**src/rtl/sha256_stream_core.sv**
```systemverilog
// sha256_stream_core: streaming SHA-256 / SHA256d engine.
// Reads a word-aligned message from word-addressed memory, pads it on the fly,
// compresses it block by block through a rolling 16-word schedule, optionally
// hashes the digest a second time, and writes the 8-word digest back.
module sha256_stream_core #(
    parameter int ADDR_W = 16,
    parameter int LEN_W  = 16
) (
    input  logic              clk,
    input  logic              reset,
    input  logic              start,
    input  logic              dbl,
    input  logic [ADDR_W-1:0] message_addr,
    input  logic [ADDR_W-1:0] output_addr,
    input  logic [LEN_W-1:0]  msg_words,
    output logic              busy,
    output logic              done,
    output logic              mem_we,
    output logic [ADDR_W-1:0] mem_addr,
    output logic [31:0]       mem_write_data,
    input  logic [31:0]       mem_read_data
);

    // Global word index needs room for msg_words + padding (+18) without overflow.
    localparam int G_W = LEN_W + 2;
    localparam int B_W = G_W - 4;

    localparam logic [31:0] K [64] = '{
        32'h428a2f98, 32'h71374491, 32'hb5c0fbcf, 32'he9b5dba5, 32'h3956c25b, 32'h59f111f1, 32'h923f82a4, 32'hab1c5ed5,
        32'hd807aa98, 32'h12835b01, 32'h243185be, 32'h550c7dc3, 32'h72be5d74, 32'h80deb1fe, 32'h9bdc06a7, 32'hc19bf174,
        32'he49b69c1, 32'hefbe4786, 32'h0fc19dc6, 32'h240ca1cc, 32'h2de92c6f, 32'h4a7484aa, 32'h5cb0a9dc, 32'h76f988da,
        32'h983e5152, 32'ha831c66d, 32'hb00327c8, 32'hbf597fc7, 32'hc6e00bf3, 32'hd5a79147, 32'h06ca6351, 32'h14292967,
        32'h27b70a85, 32'h2e1b2138, 32'h4d2c6dfc, 32'h53380d13, 32'h650a7354, 32'h766a0abb, 32'h81c2c92e, 32'h92722c85,
        32'ha2bfe8a1, 32'ha81a664b, 32'hc24b8b70, 32'hc76c51a3, 32'hd192e819, 32'hd6990624, 32'hf40e3585, 32'h106aa070,
        32'h19a4c116, 32'h1e376c08, 32'h2748774c, 32'h34b0bcb5, 32'h391c0cb3, 32'h4ed8aa4a, 32'h5b9cca4f, 32'h682e6ff3,
        32'h748f82ee, 32'h78a5636f, 32'h84c87814, 32'h8cc70208, 32'h90befffa, 32'ha4506ceb, 32'hbef9a3f7, 32'hc67178f2
    };

    localparam logic [31:0] IV [8] = '{
        32'h6a09e667, 32'hbb67ae85, 32'h3c6ef372, 32'ha54ff53a,
        32'h510e527f, 32'h9b05688c, 32'h1f83d9ab, 32'h5be0cd19
    };

    typedef enum logic [2:0] {
        S_IDLE, S_FETCH, S_COMPUTE, S_FINAL, S_FETCH2, S_WRITE
    } state_t;

    function automatic logic [31:0] rotr(input logic [31:0] x, input int n);
        return (x >> n) | (x << (32 - n));
    endfunction

    function automatic logic [31:0] ssig0(input logic [31:0] x);
        return rotr(x, 7) ^ rotr(x, 18) ^ (x >> 3);
    endfunction

    function automatic logic [31:0] ssig1(input logic [31:0] x);
        return rotr(x, 17) ^ rotr(x, 19) ^ (x >> 10);
    endfunction

    function automatic logic [31:0] bsig0(input logic [31:0] x);
        return rotr(x, 2) ^ rotr(x, 13) ^ rotr(x, 22);
    endfunction

    function automatic logic [31:0] bsig1(input logic [31:0] x);
        return rotr(x, 6) ^ rotr(x, 11) ^ rotr(x, 25);
    endfunction

    state_t            state_q, state_d;
    logic              busy_q, busy_d;
    logic              done_q, done_d;
    logic              mem_we_q, mem_we_d;
    logic [ADDR_W-1:0] mem_addr_q, mem_addr_d;
    logic [31:0]       mem_wdata_q, mem_wdata_d;
    logic              dbl_q, dbl_d;
    logic              pass_q, pass_d;
    logic [ADDR_W-1:0] msg_addr_q, msg_addr_d;
    logic [ADDR_W-1:0] out_addr_q, out_addr_d;
    logic [LEN_W-1:0]  len_q, len_d;
    logic [B_W-1:0]    nb_q, nb_d;
    logic [B_W-1:0]    blk_q, blk_d;
    logic [6:0]        cnt_q, cnt_d;
    logic [31:0]       h_q [8];
    logic [31:0]       h_d [8];
    logic [31:0]       st_q [8];   // working variables a..h
    logic [31:0]       st_d [8];
    logic [31:0]       w_q [16];   // w_q[0] is the word consumed this round
    logic [31:0]       w_d [16];

    logic [B_W-1:0]    blk_next;
    logic [3:0]        fetch_k;
    logic [G_W-1:0]    fetch_g;
    logic [G_W-1:0]    last_g;
    logic [G_W-1:0]    len_g;
    logic [63:0]       len_bits;
    logic [31:0]       fetch_word;
    logic [31:0]       w_new;
    logic [31:0]       t1, t2;
    logic [ADDR_W-1:0] fetch_addr;
    logic [ADDR_W-1:0] next_blk_addr;

    assign blk_next      = blk_q + 1'b1;
    assign fetch_k       = 4'(cnt_q - 7'd1);
    assign fetch_g       = {blk_q, 4'b0000} + G_W'(fetch_k);
    assign last_g        = {nb_q, 4'b0000} - G_W'(1);
    assign len_g         = G_W'(len_q);
    assign len_bits      = 64'(len_q) << 5;
    assign fetch_addr    = msg_addr_q + ADDR_W'({blk_q, 4'b0000}) + ADDR_W'(cnt_q) + ADDR_W'(1);
    assign next_blk_addr = msg_addr_q + ADDR_W'({blk_next, 4'b0000});

    // Word w[t+16], appended to the schedule window as w[t] is consumed.
    assign w_new = ssig1(w_q[14]) + w_q[9] + ssig0(w_q[1]) + w_q[0];

    // One compression round on the current working variables.
    assign t1 = st_q[7] + bsig1(st_q[4]) + ((st_q[4] & st_q[5]) ^ (~st_q[4] & st_q[6]))
              + K[cnt_q[5:0]] + w_q[0];
    assign t2 = bsig0(st_q[0]) + ((st_q[0] & st_q[1]) ^ (st_q[0] & st_q[2]) ^ (st_q[1] & st_q[2]));

    // Message word or on-the-fly padding for the slot captured this FETCH cycle.
    always_comb begin
        fetch_word = 32'h0;
        if (fetch_g < len_g) begin
            fetch_word = mem_read_data;
        end else if (fetch_g == len_g) begin
            fetch_word = 32'h80000000;
        end else if (fetch_g == last_g) begin
            fetch_word = len_bits[31:0];
        end else if (fetch_g == last_g - G_W'(1)) begin
            fetch_word = len_bits[63:32];
        end
    end

    // Next-state and datapath update for the whole engine.
    always_comb begin
        state_d     = state_q;
        busy_d      = busy_q;
        done_d      = 1'b0;
        mem_we_d    = 1'b0;
        mem_addr_d  = mem_addr_q;
        mem_wdata_d = mem_wdata_q;
        dbl_d       = dbl_q;
        pass_d      = pass_q;
        msg_addr_d  = msg_addr_q;
        out_addr_d  = out_addr_q;
        len_d       = len_q;
        nb_d        = nb_q;
        blk_d       = blk_q;
        cnt_d       = cnt_q;
        for (int i = 0; i < 8; i++) begin
            h_d[i]  = h_q[i];
            st_d[i] = st_q[i];
        end
        for (int i = 0; i < 16; i++) begin
            w_d[i] = w_q[i];
        end

        case (state_q)
            S_IDLE: begin
                // A start coinciding with the done pulse is deliberately dropped.
                if (start && !done_q) begin
                    dbl_d      = dbl;
                    msg_addr_d = message_addr;
                    out_addr_d = output_addr;
                    len_d      = msg_words;
                    nb_d       = B_W'((G_W'(msg_words) + G_W'(18)) >> 4);
                    blk_d      = '0;
                    cnt_d      = '0;
                    pass_d     = 1'b0;
                    busy_d     = 1'b1;
                    mem_addr_d = message_addr;
                    for (int i = 0; i < 8; i++) h_d[i] = IV[i];
                    state_d    = S_FETCH;
                end
            end

            S_FETCH: begin
                // Memory returns data one cycle after the address, so capture lags by one.
                if (cnt_q != 7'd0) begin
                    for (int i = 0; i < 15; i++) w_d[i] = w_q[i+1];
                    w_d[15] = fetch_word;
                end
                if (cnt_q < 7'd15) begin
                    mem_addr_d = fetch_addr;
                end
                if (cnt_q == 7'd16) begin
                    for (int i = 0; i < 8; i++) st_d[i] = h_q[i];
                    cnt_d   = '0;
                    state_d = S_COMPUTE;
                end else begin
                    cnt_d = cnt_q + 7'd1;
                end
            end

            S_COMPUTE: begin
                st_d[7] = st_q[6];
                st_d[6] = st_q[5];
                st_d[5] = st_q[4];
                st_d[4] = st_q[3] + t1;
                st_d[3] = st_q[2];
                st_d[2] = st_q[1];
                st_d[1] = st_q[0];
                st_d[0] = t1 + t2;
                for (int i = 0; i < 15; i++) w_d[i] = w_q[i+1];
                w_d[15] = w_new;
                if (cnt_q == 7'd63) begin
                    cnt_d   = '0;
                    state_d = S_FINAL;
                end else begin
                    cnt_d = cnt_q + 7'd1;
                end
            end

            S_FINAL: begin
                for (int i = 0; i < 8; i++) h_d[i] = h_q[i] + st_q[i];
                cnt_d = '0;
                if (blk_next < nb_q) begin
                    blk_d      = blk_next;
                    mem_addr_d = next_blk_addr;
                    state_d    = S_FETCH;
                end else if (dbl_q && !pass_q) begin
                    pass_d  = 1'b1;
                    state_d = S_FETCH2;
                end else begin
                    state_d = S_WRITE;
                end
            end

            S_FETCH2: begin
                // Second pass: the 256-bit digest is a single, fixed-padding block.
                if (cnt_q == 7'd16) begin
                    for (int i = 0; i < 8; i++) begin
                        w_d[i]  = h_q[i];
                        h_d[i]  = IV[i];
                        st_d[i] = IV[i];
                    end
                    w_d[8] = 32'h80000000;
                    for (int i = 9; i < 15; i++) w_d[i] = 32'h0;
                    w_d[15] = 32'h00000100;
                    cnt_d   = '0;
                    state_d = S_COMPUTE;
                end else begin
                    cnt_d = cnt_q + 7'd1;
                end
            end

            S_WRITE: begin
                if (cnt_q < 7'd8) begin
                    mem_we_d    = 1'b1;
                    mem_addr_d  = out_addr_q + ADDR_W'(cnt_q);
                    mem_wdata_d = h_q[cnt_q[2:0]];
                    cnt_d       = cnt_q + 7'd1;
                end else begin
                    done_d  = 1'b1;
                    busy_d  = 1'b0;
                    cnt_d   = '0;
                    state_d = S_IDLE;
                end
            end

            default: begin
                state_d = S_IDLE;
            end
        endcase
    end

    // State register; reset abandons any hash in flight.
    always_ff @(posedge clk or posedge reset) begin
        if (reset) begin
            state_q     <= S_IDLE;
            busy_q      <= 1'b0;
            done_q      <= 1'b0;
            mem_we_q    <= 1'b0;
            mem_addr_q  <= '0;
            mem_wdata_q <= '0;
            dbl_q       <= 1'b0;
            pass_q      <= 1'b0;
            msg_addr_q  <= '0;
            out_addr_q  <= '0;
            len_q       <= '0;
            nb_q        <= '0;
            blk_q       <= '0;
            cnt_q       <= '0;
            for (int i = 0; i < 8; i++) begin
                h_q[i]  <= '0;
                st_q[i] <= '0;
            end
            for (int i = 0; i < 16; i++) begin
                w_q[i] <= '0;
            end
        end else begin
            state_q     <= state_d;
            busy_q      <= busy_d;
            done_q      <= done_d;
            mem_we_q    <= mem_we_d;
            mem_addr_q  <= mem_addr_d;
            mem_wdata_q <= mem_wdata_d;
            dbl_q       <= dbl_d;
            pass_q      <= pass_d;
            msg_addr_q  <= msg_addr_d;
            out_addr_q  <= out_addr_d;
            len_q       <= len_d;
            nb_q        <= nb_d;
            blk_q       <= blk_d;
            cnt_q       <= cnt_d;
            for (int i = 0; i < 8; i++) begin
                h_q[i]  <= h_d[i];
                st_q[i] <= st_d[i];
            end
            for (int i = 0; i < 16; i++) begin
                w_q[i] <= w_d[i];
            end
        end
    end

    assign busy           = busy_q;
    assign done           = done_q;
    assign mem_we         = mem_we_q;
    assign mem_addr       = mem_addr_q;
    assign mem_write_data = mem_wdata_q;

endmodule

```
**config.mk**
```make
export PLATFORM = sky130hd
export DESIGN_NAME = sha256_stream_core
export DESIGN_NICKNAME = d
export VERILOG_FILES = /design/src/rtl/sha256_stream_core.sv
export SDC_FILE = /design/constraint.sdc
export NUM_CORES = 2
export LEC_CHECK = 0
export ABC_AREA = 1
export BUFFER_PORTS_ARGS = -buffer_cell sky130_fd_sc_hd__buf_2
export CELL_PAD_IN_SITES_DETAIL_PLACEMENT = 2
export CELL_PAD_IN_SITES_GLOBAL_PLACEMENT = 2
export CORE_MARGIN = 8
export CORE_UTILIZATION = 38
export DETAILED_ROUTE_END_ITERATION = 8
export HOLD_SLACK_MARGIN = 0.03
export PLACE_DENSITY_LB_ADDON = 0.2
export SYNTH_ARGS = -nofsm -noshare
export SYNTH_HDL_FRONTEND = slang
export SYNTH_SLANG_ARGS = --single-unit
```
**constraint.sdc**
```tcl
create_clock -name clk -period 58.3 [get_ports clk]
set_input_delay 11.66 -clock clk [delete_from_list [all_inputs] [get_ports clk]]
set_output_delay 11.66 -clock clk [all_outputs]
set_load 0.01 [all_outputs]
```
[Word-level counts from Yosys, hierarchy flattened]
Memories as Yosys holds them, arrays and structs flattened.
Cells that the tools add are included.
Cells by class
  reductions and logical operators: 24
  mux-type cells: 47
  $lt $le $gt $ge: 6
  equality and inequality tests: 21
  bitwise logic cells: 29
  add/subtract/negate cells: 29
Operator list (number)
  256-bit one-hot mux with 3 select lines: 2
  512-bit one-hot mux with 3 select lines: 1
  512-bit two-way mux: 2
  256-bit two-way mux: 3
  32-bit adder: 18
  32-bit bitwise XOR: 9
  32-bit two-way mux: 6
  32-bit bitwise AND: 5
  32-bit binary-select mux with 3-bit select: 1
  16-bit two-way mux: 4
  16-bit one-hot mux with 4 select lines: 1
  7-bit one-hot mux with 5 select lines: 1
  16-bit adder: 2
  16-bit by 7-bit adder with 16-bit output: 2
  32-bit NOT: 1
  10-bit by 32-bit bitwise OR with 32-bit output: 1
  13-bit by 32-bit bitwise OR with 32-bit output: 1
  14-bit by 32-bit bitwise OR with 32-bit output: 1
  15-bit by 32-bit bitwise OR with 32-bit output: 1
  19-bit by 32-bit bitwise OR with 32-bit output: 1
  21-bit by 32-bit bitwise OR with 32-bit output: 1
  25-bit by 32-bit bitwise OR with 32-bit output: 1
  26-bit by 32-bit bitwise OR with 32-bit output: 1
  30-bit by 32-bit bitwise OR with 32-bit output: 1
  47 further kinds: 89
Storage, ports and cells
  register bits: 1163
  ROM bits: 2048
  word-level logic and storage cells: 203
  memories: 1
  output and inout bits: 51
  input bits: 84
Memory list
  (no name shown): words 64, bits a word 32, rd ports 1, clocked after memory_dff 0, write ports 0, line 115  | + K[cnt_q[5:0]] + w_q[0];

[Logic depth before layout (Yosys ltp)]
  depth in word-level cells: 9
  mapped depth: 42
  mapped depth without buffers: 41

[Worst setup path after synthesis]
No wires, ideal clock.
  path type: in2reg
  start point: input port msg_words[1]
  end point: register nb_q[9]
  data required time: 58181 ps
  cell stages on the path: 14
  arrival: 12836 ps
  buffers on the path: 0
  setup slack: 45346 ps
  library setup time: 119 ps
  cells stage by stage: nand3_1 nand2_1 inv_1 nor2_1 nand2_1 nor2_1 nand2_1 inv_1 nand3_1 nor2_1 nand2_1 inv_1 nand2_1 o21a_1
Between the ends
  word-level cells in the longest chain between the ends: 1
RTL lines
  start: declaration: line 15  | input logic [LEN_W-1:0] msg_words,
  16-bit by 5-bit adder with 17-bit output: line 164  | nb_d = B_W'((G_W'(msg_words) + G_W'(18)) >> 4);
  end signal: assignment: line 301  | nb_q <= nb_d;
  end: declaration: line 79  | logic [B_W-1:0] nb_q, nb_d;
Every way passes these cells.
A chain may end at the register's enable or synchronous reset.

[Worst setup path after layout]
  start point: input port start
  end point: register h_q[75] (netlist name)
Between the ends
  word-level cells in the longest chain between the ends: 3
RTL lines
  start: declaration: line 11  | input logic start,
  1-bit logical AND: line 159  | if (start && !done_q) begin
  2-bit != test (no line)
  3-bit AND reduction (no line)
  end signal: indexed assignment: line 305  | h_q[i] <= h_d[i];
  end: declaration: line 82  | logic [31:0] h_q [8];
Every way passes these cells.

==> flow_summary.toml <==
[sta]
setup_violations = 0
maxClockFrequency_mhz = 66.2
fin_worst_skew_ns = 0.107
tightest_slew_ns = 1.30
hold_violations = 0
rsz0062_at_grt = "no"
maxSlewViolCount = 0
period_share_pct = 25.9
hold_ws_ns = 0.482
fin_crit_ns = 15.10
setup_slack_ns = 43.20
setup_tns_ns = 0
relSlewSlack_pct = 12.6

[global_route]
grt_util_all_layers_pct = 39.8
grt_pass1_vias = 93700
grt_start_max_net_pins = 253
grt_pass1_wl_um = 694000
overflow = 0
grt_antenna_before_repair = 47

[logic_synthesis]
yosysTopAreaCell = "dfrtp_1"
netlist.area_leader.share_pct = 34.3
syn_inst = 11400
synth_seq_cells = 1162
synth-seq-area-share_pct = 34.3
synth_nets = 12200
ys_types = 68
synth_ff_type = "dfrtp_1"
async_reset_ff_share_pct = 100
ys.warnings.count = 0
synth_edf_count = 0
synth.area.top_cells = "dfrtp_1 (34%), nand2_1 (11%), inv_1 (7.4%)"
avgSynthCellArea_um2 = 7.42
netlist_area_um2 = 84900

[floorplanning]
io-pin-count = 135
die-width_um = 489
die-area_um2 = 239000
core.rowCount = 173
start_util_pct = 38.2
die_h_um = 489
core_um2 = 222000

[status]
status = "finished clean"

[clock_tree]
cts.clk_slew.worst_paths_ns = 0.06
cts_resized = 0
cts-hold-fix-buffers = 0
cts_buffers = 148
root_buffer = "clkbuf_16"
cts-htree-levels = 4
clock_sinks = 1162
cts_setup_buffers = 0
clk_path_buf_depth = 3
insertion_delay_ns = 0.90
cts_tree = "yes"

[pwr]
peakVddDrop_mv = 0.0312
pwr_density_cell_nw_per_um2 = 19.5
total_power_mw = 1.82
power.leakage_nw = 45.7

[place]
post-place-ws_ns = 42.53
gp_routability_congestion = 0.998
dp_hpwl_um = 379000
io_buffers = 134

[worst_setup_path]
crit_required_ns = 59.05
worst-path-buf-inv = 7
startpoint_type = "input pin"
r2r_setup_slack_ns = 47.97
criticalPathCategory = "input pin to flip-flop"
cp_common_cell = "inv_1"
cpPeakStageDelay_ns = 0.94
critPathArrivalTime_ns = 15.84
worstPathMaxFanout = 82
cp.depth = 12
cp_slowest_cell = "buf_4"
r2r_cells = 37
cp_top_family = "buffers and inverters"
crit_path_end_kind = "flip-flop"
path_cells = "buf_2, inv_1, nor2_1, nor2_1, inv_1, nand3_4, inv_6, buf_4, buf_4, o211ai_1, o21ai_0, inv_1"

[final_layout]
multiInputGateArea_um2 = 47200
nets = 12100
final_cell_mix = "nand2_1 (2,511), inv_1 (1,675), dfrtp_1 (1,158), o21ai_0 (1,121), a21oi_1 (791)"
area_growth_syn_to_layout_pct = 10.1
mostFrequentLayoutCell = "nand2_1"
drive_gt1_share_pct = 5.57
regArea_um2 = 29100
fillers = 25800

[drt]
vias_per_cell = 6.15
initialDrtViolationCount = 8394
wire_per_inst_um = 33.9
ant_nets = 0
drt_wl_total_um = 489000
vias = 88800
post-route-drc-count = 0
dr.pass1.iters = 5

[flow_run]
maxCapViolations = 0

[worst_hold_path]
whs_path_depth = 2
min-delay-path-class = "flip-flop to flip-flop"
-- cells in the mapped netlist (all sizes together), types with 3 or more instances --
library cell     n
or2             46
nand3b          25
nor3            95
a221oi          37
o22ai          413
dfrtp         1162
a31o             9
o41ai            3
o2111ai         34
a32oi           55
xor2           228
a32o             4
nor4            20
and3             6
o21a            17
and2             5
a22oi           55
o21ai         1212
o311ai           9
inv           1696
clkinv           3
xnor2          156
nand3          407
a31oi           87
nand4           72
buf            204
o221ai          12
clkbuf         315
o21bai          50
a211oi          27
nor3b            4
a21o            63
nor2           688
o32ai           12
nand2         2523
o31ai           43
a21boi          31
o221a            6
o211ai         119
fa             203
ha             471
a21oi          791
-- metal layers --
metal	routed length [um]	track usage (%)	share of wire, %
met1	200000	51.1	41
met3	37200	7.94	7.6
met5	163	0	0.033
met2	214000	61.4	44
met4	37900	25.1	7.7
-- worst min-delay path: cells and delay by family, from the launching register on --
family           cells  cell delay (ns)
and+or+nand+nor      2             0.11
DFF                  1             0.34
-- sequential cells by signal (all words and copies together) (netlist names), 3 cells and up --
name,cells
blk_q,14
cnt_q,7
h_q,256
len_q,16
mem_addr,16
mem_write_data,32
msg_addr_q,16
nb_q,13
out_addr_q,16
st_q,256
state_q,3
w_q,512
-- report_power, final --
| part | switching [mW] | total (mW) | internal [mW] |
|---|---|---|---|
| logic | 0.0196 | 0.0228 | 0.00324 |
| clock network | 0.429 | 0.993 | 0.564 |
| registers | 0 | 0.807 | 0.807 |
| total | 0.448 | 1.82 | 1.37 |
-- metrics by stage --
step                      std cells  utilization (%)  cell area [um^2]
after CTS                     14400             42.0             93400
after global placement        14200             39.7             88300
final                         14400             42.1             93400
after global routing          14400             42.0             93400
after floorplan               11400                -             84900
after detailed placement      14200             39.7             88300
-- worst paths after layout --
kind                                         start            endpoint
worst max-delay path                         start             h_q[75]
worst min-delay path            mem_write_data[10]  mem_write_data[10]
worst max register to register            cnt_q[1]           st_q[255]
worst min register to register  mem_write_data[10]  mem_write_data[10]
max in group asynchronous                    reset            w_q[134]
min in group asynchronous                    reset  mem_write_data[22]
-- final cells by class --
class / count / area share [%]
diodes: 20 / 0.0536
clock buffers: 213 / 4.57
clock inverters: 51 / 0.903
inverters: 1699 / 6.88
multi-input cells: 8053 / 50.6
flip-flops and latches: 1162 / 31.1
well taps: 2975 / 3.98
repair buffers: 271 / 1.91
-- cell families after synthesis --
| family | share of synthesized area [%] |
|---|---|
| AOI/OAI and AO/OA | 21.2 |
| adders and majority gates | 11.7 |
| and+or+nand+nor | 18.7 |
| xor gates and xnor gates | 3.96 |
| DFF | 34.3 |
| buffers and inverters | 10.2 |
Note: power is estimated with default switching activity, not from simulation.
